--- config.mk ---
export PLATFORM = sky130hd
export DESIGN_NAME = tcm_lsu_master
export DESIGN_NICKNAME = d
export VERILOG_FILES = /design/src/rtl/tcm_lsu_master.sv
export SDC_FILE = /design/constraint.sdc
export NUM_CORES = 1
export LEC_CHECK = 0
export CAP_MARGIN = 10
export CORE_UTILIZATION = 38
export CTS_CLUSTER_SIZE = 14
export DETAILED_ROUTE_END_ITERATION = 10
export GPL_ROUTABILITY_DRIVEN = 0
export GPL_TIMING_DRIVEN = 1
export HOLD_SLACK_MARGIN = 0.05
export MAX_ROUTING_LAYER = met4
export PLACE_DENSITY = 0.81
export SETUP_SLACK_MARGIN = 0.02
export SLEW_MARGIN = 20
export SYNTH_ARGS = -nofsm -noshare
export SYNTH_HDL_FRONTEND = slang
export SYNTH_SLANG_ARGS = --single-unit
--- constraint.sdc ---
create_clock -name clk -period 1.88 [get_ports clk]
set_input_delay 0.282 -clock clk [delete_from_list [all_inputs] [get_ports clk]]
set_output_delay 0.282 -clock clk [all_outputs]
set_load 0.03 [all_outputs]
--- src/rtl/tcm_lsu_master.sv ---
// tcm_lsu_master: sized, byte-addressed load/store initiator driving a word-organised, byte-masked TCM port
module tcm_lsu_master #(
    parameter int DP = 512,
    parameter int DW = 32,
    parameter int MW = 4,
    parameter int AW = 32
) (
    input  logic          clk,
    input  logic          rst_n,
    input  logic          req_valid_i,
    output logic          req_ready_o,
    input  logic          req_we_i,
    input  logic [1:0]    req_size_i,
    input  logic          req_unsigned_i,
    input  logic [31:0]   req_addr_i,
    input  logic [31:0]   req_wdata_i,
    output logic          rsp_valid_o,
    input  logic          rsp_ready_i,
    output logic [31:0]   rsp_rdata_o,
    output logic          rsp_err_o,
    output logic [AW-1:0] ram_addr_o,
    output logic [DW-1:0] ram_din_o,
    output logic          ram_we_o,
    output logic [MW-1:0] ram_wem_o,
    input  logic [DW-1:0] ram_dout_i
);
    typedef enum logic [1:0] {IDLE, RD, RSP} state_t;
    state_t        state_q;
    logic [AW-1:0] addr_q;
    logic [1:0]    size_q;
    logic          uns_q;
    logic [1:0]    lane_q;
    logic          rsp_valid_q;
    logic          rsp_err_q;
    logic [31:0]   rsp_rdata_q;
    logic [31:0]   rsp_rdata_d;
    logic          idle;
    logic          err;
    logic          st;
    logic [MW-1:0] wem;
    logic [31:0]   bsel;
    logic [7:0]    b;
    logic [15:0]   h;
    // decode the incoming request into error, lane mask, replicated data and the RD-cycle load result
    always_comb begin
        idle = state_q == IDLE;
        err = (req_size_i == 2'b11) | ((req_size_i == 2'b01) & req_addr_i[0]) |
              ((req_size_i == 2'b10) & (|req_addr_i[1:0])) | ({2'b00, req_addr_i[31:2]} >= 32'(DP));
        st = idle & rst_n & req_valid_i & req_we_i & ~err;
        wem = req_size_i == 2'b00 ? MW'(4'b0001) << req_addr_i[1:0] :
              req_size_i == 2'b01 ? MW'(4'b0011) << req_addr_i[1:0] : MW'(4'b1111);
        bsel = ram_dout_i >> {lane_q, 3'b000};
        b = bsel[7:0];
        h = lane_q[1] ? ram_dout_i[31:16] : ram_dout_i[15:0];
        rsp_rdata_d = size_q == 2'b00 ? {{24{~uns_q & b[7]}}, b} :
                      size_q == 2'b01 ? {{16{~uns_q & h[15]}}, h} : ram_dout_i;
    end
    assign req_ready_o = idle & rst_n;
    assign ram_we_o    = st;
    assign ram_wem_o   = st ? wem : '0;
    assign ram_addr_o  = idle ? AW'(req_addr_i[31:2]) : addr_q;
    assign ram_din_o   = req_size_i == 2'b00 ? {4{req_wdata_i[7:0]}} :
                         req_size_i == 2'b01 ? {2{req_wdata_i[15:0]}} : req_wdata_i;
    assign rsp_valid_o = rsp_valid_q;
    assign rsp_rdata_o = rsp_rdata_q;
    assign rsp_err_o   = rsp_err_q;
    // request/response FSM: latch on accept, capture load data in RD, hold the response until consumed
    always_ff @(posedge clk or negedge rst_n) begin
        if (!rst_n) begin
            state_q     <= IDLE;
            addr_q      <= '0;
            size_q      <= '0;
            uns_q       <= 1'b0;
            lane_q      <= '0;
            rsp_valid_q <= 1'b0;
            rsp_err_q   <= 1'b0;
            rsp_rdata_q <= '0;
        end else begin
            case (state_q)
                IDLE: if (req_valid_i) begin
                    addr_q      <= AW'(req_addr_i[31:2]);
                    size_q      <= req_size_i;
                    uns_q       <= req_unsigned_i;
                    lane_q      <= req_addr_i[1:0];
                    rsp_err_q   <= err;
                    rsp_rdata_q <= '0;
                    state_q     <= (req_we_i | err) ? RSP : RD;
                    rsp_valid_q <= req_we_i | err;
                end
                RD: begin
                    rsp_rdata_q <= rsp_rdata_d;
                    rsp_valid_q <= 1'b1;
                    state_q     <= RSP;
                end
                RSP: if (rsp_ready_i) begin
                    rsp_valid_q <= 1'b0;
                    state_q     <= IDLE;
                end
                default: state_q <= IDLE;
            endcase
        end
    end
endmodule
* Word level (Yosys, flattened, before mapping)
Cells that the tools add are included.
** Storage, ports and cells
- Register bits :: 71
- Latch bits :: 0
- RAM bits :: 0
- Bits in read-only memories :: 0
- Input bits :: 104
- Output and inout port bits :: 104
- Logic and storage cells :: 62
- Memories kept :: 0
** Operators by class
- $add $sub $neg :: 0
- Multiply operators :: 0
- Divide/modulo/power cells :: 0
- Order comparisons :: 1
- Equality and inequality tests :: 8
- Shift operators :: 3
- Muxes and demuxes :: 18
- Bitwise logic cells :: 14
- Reduce and logical (&&, ||, !) cells :: 10
** Operators by type and width (number)
- $mux W32 :: 5
- $pmux W32 S2 :: 1
- $shr A32 B5 Y8 :: 1
- $ge A30 B10 Y1 const B :: 1
- $mux W30 :: 1
- $mux W16 :: 1
- $mux W4 :: 3
- $and A1 B1 Y1 :: 8
- $eq A2 B1 Y1 const B :: 3
- $eq A2 B2 Y1 const B :: 3
- $logic_not A2 Y1 :: 3
- $mux W2 :: 3
- $pmux W2 S3 :: 1
- $reduce_and A2 Y1 :: 3
- $ne A2 B2 Y1 const B :: 2
- $or A1 B1 Y1 :: 4
- $shl A1 B2 Y4 const A :: 1
- $shl A2 B2 Y4 const A :: 1
- $pmux W1 S3 :: 1
- $reduce_and A3 Y1 :: 1
- $reduce_bool A3 Y1 :: 1
- $mux W1 :: 2
- $not A1 Y1 :: 2
- $reduce_bool A2 Y1 :: 1
- $reduce_or A2 Y1 :: 1

* Longest topological paths before layout
- Depth after elaboration :: 9
- Depth in mapped cells :: 8
- Depth with buffers taken out :: 6

* Worst setup path after synthesis
No wires, ideal clock.
- Path type :: register -> output
- Start :: reg state_q[0]
- End :: out ram_wem_o[1]
- Arrival :: 2.216 ns
- Data required time :: 1.598 ns
- Setup slack :: -0.618 ns
- Stages on the path, launching flop included :: 9
- Path buffers :: 2
- Cell sequence :: dfrtp_1 inv_1 ha_1 buf_2 and2_1 clkbuf_1 nand3_1 nor4_4 a21boi_1
** On the way
- Cells in the longest elaborated chain, start to end :: 6
** RTL lines
- from (decl) :: line 28 : state_t state_q;
- from (signal assigned) :: line 87 : state_q <= (req_we_i | err) ? RSP : RD;
- $logic_not A2 Y1 :: line 46 : idle = state_q == IDLE;
- $and A1 B1 Y1 (4 in series) :: line 49 : st = idle & rst_n & req_valid_i & req_we_i & ~err;
- net ram_we_o :: line 23 : output logic ram_we_o,
- $mux W4 :: line 60 : assign ram_wem_o = st ? wem : '0;
- to (decl) :: line 24 : output logic [MW-1:0] ram_wem_o,
The timed path passes the listed nets, and every way through them passes these cells.

* Worst setup path after layout
- Start :: in req_addr_i[24]
- End :: out ram_wem_o[2]
** On the way
- Cells in the longest elaborated chain, start to end :: 5
** RTL lines
- from (decl) :: line 15 : input logic [31:0] req_addr_i,
- $ge A30 B10 Y1 :: line 48 : ((req_size_i == 2'b10) & (|req_addr_i[1:0])) | ({2'b00, req_addr_i[31:2]} >= 32'(DP));
- $or A1 B1 Y1 :: line 48
- $not A1 Y1 :: line 49
- $and A1 B1 Y1 :: line 49
- $mux W4 :: line 60
Every way passes these cells.

==> results.toml <==
[floorplanning]
start_util = 0.389
num_rows = 39
dieArea_um2 = 12100
die_h_um = 110
io_pins = 208
core_um2 = 11400
die_w_um = 110

[global_route]
grtUsageTotal = 0.273
grt_antenna_before_repair = 0
grt_pass1_wl_um = 24000
grt_pass1_vias = 4634
grt_max_degree = 72
grt-ovfl-total = 0

[worst_setup_path]
cp-end-kind = "primary output"
start_kind = "primary input"
required_ns = 1.60
path_class = "primary input to primary output"
cp.arrival_ns = 1.89
cp_max_fo = 5

[timing]
period_minus_slack_ns = 2.17
maxSlewHeadroom = 0.388
timing.final.ws_setup_ns = -0.289
fmax_ghz = 0.461
fin_skew_ns = 0.00679
tightest_slew_ns = 0.919
fin_setup_tns_ns = -7.38
hold_violations = 0
finalSetupViolCount = 35
fin_crit_sh = 1.15
rsz0062_at_grt = "yes"
slew_viol_final = 0

[synth]
synth_top_area_frac = 0.400
netlist_instances = 422
syn_area_um2 = 4440
yosys.area.top_type = "dfrtp_1"
synthTopCellsByArea = "dfrtp_1 40%, mux2_2 24%, nand2_1 4.5%, o21ai_0 2.6%, nor2b_1 2.4%"
ys_types = 44
avgSynthCellArea_um2 = 10.5
ys_seq_elements = 71
ys_warn_count = 0
seq_area_frac_synth = 0.400

[detailed_routing]
avgRoutedWirePerCell_um = 19.0
via_count = 4431
drt_iter0_drc = 221
ant_nets = 0
drc = 0
routed_wirelength_um = 15900
dr.pass1.iters = 4
vias_per_cell = 5.29

[cts]
cts_root_buf = "clkbuf_16"
clk_latency_ns = 0.34
cts_inserted_buffers = 9
max-clock-path-buffers = 2
cts_max_level = 3
hold_buffers = 0
clk_pin_slew_ns = 0.06
cts.sinks = 71
cts_tree = "done"

[place]
dp_hpwl_um = 11300
port_buffers = 205
place_inst = 801

[run_status]
run_status = "complete, but fails checks"
violations = "setup timing"

[final_layout]
drive_gt1_frac = 0.431
diodes = 0
fillers = 891
final_cells = 837
area_growth_pct = 72.3
final_util = 0.670
nets = 801

[power]
p_per_area_nw_per_um2 = 1200
worst_ir_drop_vdd_mv = 0.899
static-leakage-power_nw = 3.46

[job]
drv_cap = 0

[hold_path]
hp-class = "primary input to asynchronous set/reset pin"
-- state kept, by name (all words and copies together) (netlist names) --
name / count
uns_q: 1
rsp_err_o: 1
state_q: 2
rsp_rdata_o: 32
rsp_valid_o: 1
lane_q: 2
addr_q: 30
size_q: 2
-- synthesized netlist by cell type (all sizes together) --
| cell | instances |
|---|---|
| and3b | 1 |
| nand2b | 2 |
| mux2i | 10 |
| a32o | 2 |
| or3 | 1 |
| o221ai | 1 |
| dfrtp | 71 |
| o211a | 1 |
| nor2 | 4 |
| o311ai | 1 |
| a21oi | 3 |
| o31ai | 7 |
| o22ai | 9 |
| a31oi | 1 |
| inv | 8 |
| nor3b | 1 |
| nand3b | 2 |
| or2 | 1 |
| ha | 8 |
| nand3 | 3 |
| nand2 | 54 |
| nor2b | 17 |
| a211oi | 15 |
| mux2 | 93 |
| nand4 | 1 |
| buf | 21 |
| and2 | 16 |
| o21ai | 38 |
| nor3 | 2 |
| nor4 | 6 |
| clkbuf | 16 |
| o21a | 2 |
| a21boi | 3 |
| conb | 1 |
-- logic make-up (layout without fill, tap and decap cells) --
family | after synthesis | in the layout | share of synthesized area
muxes | 103 | 103 | 0.259
buffers and inverters | 45 | 316 | 0.0564
other | 1 | 2 | 0.000845
DFF | 71 | 71 | 0.400
and+or+nand+nor | 111 | 111 | 0.133
AOI/OAI and AO/OA | 83 | 83 | 0.128
adders and majority gates | 8 | 8 | 0.0226
-- final timing paths --
check,startpoint,end,slack (ns),cells after the start
setup / recovery,req_addr_i[24],ram_wem_o[2],-0.29,7
max in group asynchronous,rst_n,rsp_rdata_o[0],1.06,2
min in group clk,req_addr_i[17],addr_q[15],0.23,2
setup reg to reg,state_q[0],rsp_valid_o,0.17,9
hold reg to reg,rsp_rdata_o[23],rsp_rdata_o[23],0.48,2
hold / removal,rst_n,addr_q[25],0.23,2
-- metrics by stage --
| step | worst slack [ns] | area, µm² | total power [mW] | hold slack [ns] |
|---|---|---|---|---|
| finish | -0.289 | 7640 | 9.15 | 0.232 |
| global route | -0.367 | 7640 | 9.57 | 0.229 |
| CTS | -0.300 | 7610 | 9.07 | 0.270 |
| detailed placement | -0.467 | 7000 | 6.49 | 0.464 |
| global placement | -0.428 | 7000 | 6.39 | 0.459 |
| floorplan | -0.455 | 4490 | 4.80 | -0.0136 |
-- critical path, cell delays in order --
cell             delay, ns
clkdlybuf4s15_1       0.23
nor4_2                0.26
buf_4                 0.19
nand4_4               0.11
nor4_4                0.42
a21boi_4              0.25
buf_6                 0.15
-- cell usage in the layout, fill, tap and decap left out, types with 6 or more instances in the layout --
cell and count:
o31ai_1 7, mux2i_1 10, nand2_1 53, clkbuf_16 9
o22ai_1 9, buf_2 14, nor2b_1 17, dfrtp_1 71
mux2_2 71, inv_1 6, o21ai_0 23, buf_4 88
o21ai_2 10, buf_6 43, mux2_4 22, dlygate4sd2_1 8
ha_1 7, clkdlybuf4s50_1 118, clkbuf_2 8, a211oi_1 14
and2_1 15
-- area by class of cell --
class	count	area, µm²	area share
Inverter	8	30.0	0.00393
Clock buffer	10	229	0.0300
Clock inverter	6	109	0.0142
Sequential cell	71	1780	0.232
Tap cell	143	179	0.0234
Multi-Input combinational cell	307	2620	0.343
Timing Repair Buffer	292	2700	0.353
-- report_power, final --
part	internal (mW)	switching [mW]	total (mW)
Sequential	1.92	0.276	2.19
Combinational	2.58	2.41	5.00
Clock	1.29	0.664	1.96
-- per-layer routing --
metal  vias to the layer above  global-route usage  share of wire
met2                       198               0.461           0.51
met1                      2169               0.318           0.39
li1                       2038                   -              -
met3                        26              0.0606          0.077
met5                         -                   -              0
met4                         0               0.103          0.022
-- timing repair --
| action | 4_1_cts | 5_1_grt |
|---|---|---|
| setup endpoints to repair | 54 | 44 |
| hold endpoints to repair | 0 | 0 |
| pin swaps | 9 | 10 |
| setup buffers | 16 | 4 |
| gates resized for setup | 311 | 42 |
Power figures use the tool's default switching activity.
